[config.mk]
export PLATFORM = sky130hd
export DESIGN_NAME = mod_rgf_write_arbiter
export DESIGN_NICKNAME = d
export VERILOG_FILES = /design/src/rtl/mod_rgf_write_arbiter.sv
export SDC_FILE = /design/constraint.sdc
export NUM_CORES = 1
export LEC_CHECK = 0
export ABC_CLOCK_PERIOD_IN_PS = 3300
export CAP_MARGIN = 20
export CORE_AREA = 2 2 122 124
export DETAILED_ROUTE_END_ITERATION = 7
export DIE_AREA = 0 0 124 126
export PLACE_DENSITY = 0.74
export SYNTH_ARGS = -nofsm -noshare
export SYNTH_HDL_FRONTEND = slang
export SYNTH_SLANG_ARGS = --single-unit
export TNS_END_PERCENT = 1
[constraint.sdc]
create_clock -name clk -period 3.3 [get_ports clk]
set_clock_uncertainty 0.15 [all_clocks]
set_input_delay 0.66 -clock clk [delete_from_list [all_inputs] [get_ports clk]]
set_output_delay 0.66 -clock clk [all_outputs]
set_load 0.05 [all_outputs]
[src/rtl/mod_rgf_write_arbiter.sv]
// Round-robin arbiter sharing the register-file write port among writeback sources,
// with a one-entry registered output stage that honours the pipeline hold.
module mod_rgf_write_arbiter #(
  parameter int NUM_REQ = 3,
  parameter int ADDR_W  = 5,
  parameter int DATA_W  = 32
) (
  input  logic                      clk,
  input  logic                      reset,
  input  logic [NUM_REQ-1:0]        req_valid_i,
  input  logic [NUM_REQ*ADDR_W-1:0] req_addr_i,
  input  logic [NUM_REQ*DATA_W-1:0] req_data_i,
  output logic [NUM_REQ-1:0]        req_ready_o,
  input  logic                      hold_i,
  output logic                      rgf_write_o,
  output logic [ADDR_W-1:0]         rgf_write_addr_o,
  output logic [DATA_W-1:0]         rgf_write_data_o,
  output logic [1:0]                grant_id_o,
  output logic [31:0]               commit_count_o,
  output logic [31:0]               drop_count_o
);

  localparam int PTR_W = (NUM_REQ > 1) ? $clog2(NUM_REQ) : 1;
  localparam logic [PTR_W-1:0] LAST_IDX = PTR_W'(NUM_REQ - 1);

  // Handshake: a requester holds valid/addr/data stable until it sees its
  // ready bit high at a rising edge; that edge is the transfer.
  logic              out_valid_q, out_valid_d;
  logic [PTR_W-1:0]  rr_ptr_q, rr_ptr_d;
  logic [ADDR_W-1:0] addr_q, addr_d;
  logic [DATA_W-1:0] data_q, data_d;
  logic [1:0]        id_q, id_d;
  logic [31:0]       commit_q, commit_d;
  logic [31:0]       drop_q, drop_d;

  logic              can_accept;
  logic              drain;
  logic              accept;
  logic              win_found;
  logic [PTR_W-1:0]  win_idx;
  logic [PTR_W-1:0]  cand;
  logic [PTR_W-1:0]  next_ptr;
  logic [ADDR_W-1:0] win_addr;
  logic [DATA_W-1:0] win_data;
  int                cand_int;

  assign can_accept = !out_valid_q || !hold_i;
  assign drain      = out_valid_q && !hold_i;

  // Scan from the round-robin pointer upward, wrapping at NUM_REQ.
  always_comb begin
    win_found = 1'b0;
    win_idx   = '0;
    cand_int  = 0;
    cand      = '0;
    for (int off = 0; off < NUM_REQ; off++) begin
      cand_int = int'(rr_ptr_q) + off;
      if (cand_int >= NUM_REQ) begin
        cand_int = cand_int - NUM_REQ;
      end
      cand = PTR_W'(cand_int);
      if (!win_found && req_valid_i[cand]) begin
        win_found = 1'b1;
        win_idx   = cand;
      end
    end
  end

  assign accept   = win_found && can_accept && !reset;
  assign win_addr = req_addr_i[win_idx*ADDR_W +: ADDR_W];
  assign win_data = req_data_i[win_idx*DATA_W +: DATA_W];
  assign next_ptr = (win_idx == LAST_IDX) ? '0 : win_idx + 1'b1;

  always_comb begin
    req_ready_o = '0;
    if (accept) begin
      req_ready_o[win_idx] = 1'b1;
    end
  end

  always_comb begin
    out_valid_d = out_valid_q;
    rr_ptr_d    = rr_ptr_q;
    addr_d      = addr_q;
    data_d      = data_q;
    id_d        = id_q;
    commit_d    = commit_q;
    drop_d      = drop_q;
    if (drain) begin
      out_valid_d = 1'b0;
      commit_d    = commit_q + 32'd1;
    end
    // A $zero write is consumed like any other but never reaches the stage.
    if (accept) begin
      rr_ptr_d = next_ptr;
      if (win_addr != '0) begin
        out_valid_d = 1'b1;
        addr_d      = win_addr;
        data_d      = win_data;
        id_d        = 2'(win_idx);
      end else begin
        drop_d = drop_q + 32'd1;
      end
    end
  end

  always_ff @(posedge clk) begin
    if (reset) begin
      out_valid_q <= 1'b0;
      rr_ptr_q    <= '0;
      addr_q      <= '0;
      data_q      <= '0;
      id_q        <= '0;
      commit_q    <= '0;
      drop_q      <= '0;
    end else begin
      out_valid_q <= out_valid_d;
      rr_ptr_q    <= rr_ptr_d;
      addr_q      <= addr_d;
      data_q      <= data_d;
      id_q        <= id_d;
      commit_q    <= commit_d;
      drop_q      <= drop_d;
    end
  end

  assign rgf_write_o      = out_valid_q;
  assign rgf_write_addr_o = addr_q;
  assign rgf_write_data_o = data_q;
  assign grant_id_o       = id_q;
  assign commit_count_o   = commit_q;
  assign drop_count_o     = drop_q;

endmodule

# Yosys cells after proc, flatten, opt, wreduce, memory -nomap -nowiden
# Index checks and enable logic that the tools add are counted.
[word_totals] input_bits=117 out_inout_bits=107 reg_bits=106
[classes] n_lt_le_gt_ge=8 mux=22 n_mul=1 n_reduce_logical=15 shifts=2 n_addsub=8 n_eq_ne=1 bitwise=1
[ops] op="indexed part select 96 x 8 -> 32 bit" count=1
[ops] op="adder 32 x 1 -> 32 bit (second input constant)" count=2
[ops] op="indexed part select 15 x 6 -> 5 bit" count=1
[ops] op="two-way mux 2 bit" count=7
[ops] op="less-than comparator 2 x 3 -> 1 bit (second input constant)" count=4
[ops] op="two-way mux 1 bit" count=10
[ops] op="binary-select mux 1 bit (select 2 bit)" count=3
[ops] op=">= comparator 3 x 2 -> 1 bit (second input constant)" count=2
[ops] op="logical AND 1 bit" count=6
[ops] op="subtractor 2 bit (second input constant)" count=3
[ops] op="zero test 1 bit" count=5
[ops] op="multiplier 2 x 3 -> 5 bit (second input constant)" count=1
[ops] op="nonzero test 5 bit" count=1
[ops] op="AND reduction 2 bit" count=2
[ops] op="adder 2 x 1 -> 3 bit (second input constant)" count=1
[ops] op="adder 2 x 2 -> 3 bit (second input constant)" count=1
[ops] op="two-way mux 3 bit" count=1
[ops] op="adder 2 x 1 -> 2 bit (second input constant)" count=1
[ops] op="demux 1 bit (select 2 bit)" count=1
[ops] op="== test 2 bit (second input constant)" count=1
[ops] op=">= comparator 2 x 1 -> 1 bit (second input constant)" count=1
[ops] op=">= comparator 2 bit (second input constant)" count=1
[ops] op="logical OR 1 bit" count=1
[ops] op="NOT 1 bit" count=1

# Longest topological paths before layout
[logic_depth] depth_word=16 mapped_depth=12 mapped_depth_nobuf=9

# Least setup slack after synthesis
# OpenSTA, ideal clock, no wires.
[synth_timing] kind="reg-to-output" from="register rr_ptr_q[0]" to="output req_ready_o[0]" arrival_ns=3.060 required_ns=2.490 slack_ns=-0.570 stages_incl_launch_ff=9 path_cell_list="dfxtp_1 inv_1 ha_1 and3b_1 a311o_1 o21a_1 clkbuf_1 buf_1 nor3_1"
[synth_between] elab_chain_cells=16 elab_cells_between_ends=35
[synth_lines] item="from (decl)" line="29" text="logic [PTR_W-1:0] rr_ptr_q, rr_ptr_d;"
[synth_lines] item="from (signal assigned)" line="118" text="rr_ptr_q <= rr_ptr_d;"
[synth_lines] item="branches (longest 15 deep; another with adder 2 x 1 -> 3 bit)"
[synth_lines] item="two-way mux 3 bit *" line="76" text="if (accept) begin"
[synth_lines] item="to (decl)" line="13" text="output logic [NUM_REQ-1:0] req_ready_o,"
# Mark *: on every way between the ends. The select of a mux whose other input is x is not followed.

# Worst setup path after layout
[layout_timing] from="input req_valid_i[1]" to="output req_ready_o[1]"
[layout_between] elab_chain_cells=14 elab_cells_between_ends=24
[layout_lines] item="from (decl)" line="10" text="input logic [NUM_REQ-1:0] req_valid_i,"
[layout_lines] item="binary-select mux 1 bit (select 2 bit)" line="62" text="if (!win_found && req_valid_i[cand]) begin"
[layout_lines] item="two-way mux 1 bit (implied by the code)" line="62"
[layout_lines] item="two-way mux 1 bit" line="62"
[layout_lines] item="zero test 1 bit" line="62"
[layout_lines] item="logical AND 1 bit" line="62"
[layout_lines] item="two-way mux 1 bit" line="62"
[layout_lines] item="zero test 1 bit" line="62"
[layout_lines] item="logical AND 1 bit" line="62"
[layout_lines] item="two-way mux 2 bit" line="62"
[layout_lines] item="less-than comparator 2 x 3 -> 1 bit (implied by the code) / >= comparator 2 x 1 -> 1 bit (equally long branches)" line="77" text="req_ready_o[win_idx] = 1'b1;"
[layout_lines] item="logical AND 1 bit (implied by the code)" line="77"
[layout_lines] item="two-way mux 1 bit (implied by the code)" line="77"
[layout_lines] item="demux 1 bit (select 2 bit)" line="77"
[layout_lines] item="two-way mux 3 bit *" line="76"
# Mark *: on every way between the ends. The rest lies on a longest branch, timed or not. The select of a mux whose other input is x is not followed.

==> run metrics <==
Max Cap Viol=0; Worst-Skew Late Latency=between 0.3 and 0.4 ns; # rows=44; most frequent cell after synthesis=nand2_1; storage element area=~0.0021 mm²; vias in the first global route=5546; ANT cells=0; Worst Hold Path Cells=2; CP Data Required Time=2.49 ns; Max FO, Critical Path=5; Post-Layout Cell Count=~1100; TritonRoute pass-1 iters=5; overall routed net length=approximately 17 mm; sequential share of the synthesized area=a little under two fifths; synth unique cells=53; hold path endpoint=rgf_write_data_o[2]; Worst Reg-to-Reg Cells=10; CP dominant cell by count=buf_4; Iter 0 DRT Violations=about 260; H-Tree Depth=3; unrepaired setup endpoints after global routing=yes; CTS buffer count=9; EDFF count, synth=0; largest net degree at the start of global routing=76; WS Path Type=primary input to primary output; fmax=a little over 300 MHz; hold path start=rgf_write_data_o[2]; detailed-route DRC error count=0; flops & latches, synth=around 110; crit path launch type=primary input; pin slew with the least headroom to its limit=about 0.7 ns; Post-Syn Instances=696; Max Slew Vio Count=0; clk root buf=clkbuf_16; reg-to-reg endpoint=drop_count_o[21]; endpoint class of the critical path=primary output; crit path from=req_valid_i[1]; outcome=finished clean; Hold WC Path Type=flip-flop to flip-flop; main area contributors after synthesis=dfxtp_1, nand2_1, mux2i_1, a21oi_1, nor2_1; Synthesized Nets=between 800 and 900; yosys warns=0; P_leak=around 3.3 nW; area grow syn2layout=55.0%; pwr dens=approximately 700 mW/mm²; Peak supply drop=0.580 mV; Syn Area/Cell=just over 8 µm²; Routability Congestion=0.836; Reg2Reg Setup Slack=~0.16 ns; Synth area leader=dfxtp_1; area of the multi-input gates=0.00338 mm²; layout cells sized above 1=12.8%; Synth top area share=37.7%; final hold violation count=0; total number of vias=between 5000 and 6000; worst stage delay on the critical path=between 0.4 and 0.5 ns; DIE AREA=between 0.015 and 0.02 mm²; Post-CTS Hold Buffers=0; Buffers on Ports=223; CTS tree=done; ys flop type=dfxtp_1; filler cell count=~1300; clk buf depth=2; placed cell count=between 1000 and 1500; WP data arrival=roughly 2.4 ns; HPWL after detailed placement=~13 mm; final setup violation count=0; Post-Syn Area=between 0.005 and 0.006 mm²; Die H=~130 µm; Overall Global Routing Usage=between 20% and 30%; Final Net Count=1064; origin of the critical flop-to-flop path=rr_ptr_q[0]; initial antenna violation count=0; ys async rst share=0%; crit-path cells=clkdlybuf4s50_1, buf_4, nor2b_1, o211ai_1, buf_4, a21oi_4, buf_4, nor3_1, buf_4; Final min period=approximately 3.2 ns; Period Utilization, post-route=98.3%; Starting Density=between 30% and 40%; Max-slew headroom=a little over 50%; first-pass GRT wire length=around 27 mm; io pins=between 200 and 250; Die Width=between 100 and 150 µm; vias per std cell=between 5 and 6; clock sink count=approximately 110; post-route setup TNS=0 ns; Final Core Density=slightly above 60%; Slowest-stage cell, CP=clkdlybuf4s50_1; wire per inst=between 15 and 20 µm; clock-pin slew on the worst setup and hold paths=roughly 0.070 ns; Core Region=~0.014 mm²; antenna-violating nets left=0; Tot Pwr=0.00622 W; GRT overflow=0; Synth top cells by count=nand2_1, dfxtp_1, a21oi_1, nor2_1, mux2i_1
-- routing by layer --
metal	part of all wire (%)	track usage (%)	routed length, µm
met1	42	26.0	7150
met2	49	37.2	8500
met3	6.9	5.89	1180
met4	2.0	8.33	348
met5	0	0	0
-- per-stage QoR --
stage | hold slack, ns | setup slack (ns) | cell area [µm²]
floorplan | 0.316 | -0.144 | 5630
global placement | 0.294 | -0.245 | 8290
detailed placement | 0.304 | -0.290 | 8290
CTS | 0.313 | 0.00133 | 8590
global route | 0.329 | -0.0488 | 8720
finish | 0.312 | 0.0576 | 8720
-- layout by cell type (no fill, tap or decap), drive strengths merged, types with 12 or more instances in the layout --
cell,n
clkdlybuf4s50,219
nand2,138
dfxtp,106
a21oi,75
buf,58
nor2,52
mux2i,41
o41ai,21
o311ai,21
xor2,20
nand3,20
or2,19
nand4,16
clkbuf,12
o21ai,12
-- worst max path at each step --
| stage | to | slack, ns | cells after the start |
|---|---|---|---|
| after CTS | req_ready_o[1] | 0.001 | 9 |
| final | req_ready_o[1] | 0.06 | 9 |
| after detailed placement | rgf_write_data_o[26] | -0.29 | 9 |
| after global routing | req_ready_o[1] | -0.05 | 9 |
| after floorplan | req_ready_o[0] | -0.14 | 8 |
| after global placement | drop_count_o[12] | -0.24 | 9 |
-- flip-flops by register name (all words and copies together), names as in the netlist --
signal            flops
rgf_write_addr_o      5
drop_count_o         32
commit_count_o       32
rr_ptr_q              2
rgf_write_data_o     32
rgf_write_o           1
grant_id_o            2
-- critical path, delay by kind of cell --
kind	cells	cell delay [ns]
AOI/OAI and AO/OA	2	0.43
buffers and inverters	5	1.20
and+or+nand+nor	2	0.14
-- cell families (layout without fill, tap and decap cells) --
logic type / after synthesis / after routing / synth area share, %
adders and majority gates: 6 / 6 / 1.33
and+or+nand+nor: 301 / 301 / 24.9
AOI/OAI and AO/OA: 151 / 153 / 18.2
muxes: 51 / 51 / 9.30
buffers and inverters: 54 / 302 / 4.29
xor gates and xnor gates: 27 / 27 / 4.20
DFF: 106 / 106 / 37.7
-- where the power goes --
part           internal (W)  total [W]  leakage [nW]  switching [W]
clock              0.000610    0.00109         0.143       0.000482
combinational       0.00140    0.00351          2.33        0.00211
sequential          0.00149    0.00161         0.864       0.000125
total               0.00350    0.00622          3.33        0.00272
-- cell type report --
cell class / count / area share [%]
Timing Repair Buffer: 277 / 30.4
Multi-Input combinational cell: 538 / 38.8
Sequential cell: 106 / 24.3
Clock inverter: 4 / 0.588
Tap cell: 184 / 2.64
Clock buffer: 12 / 2.83
Inverter: 9 / 0.387
-- what timing repair did --
item / 4_1_cts / 5_1_grt
gates resized for setup: 0 / 21
buffers inserted: 0 / 4
setup endpoints to repair: 0 / 74
Note: power is estimated with default switching activity, not from simulation.
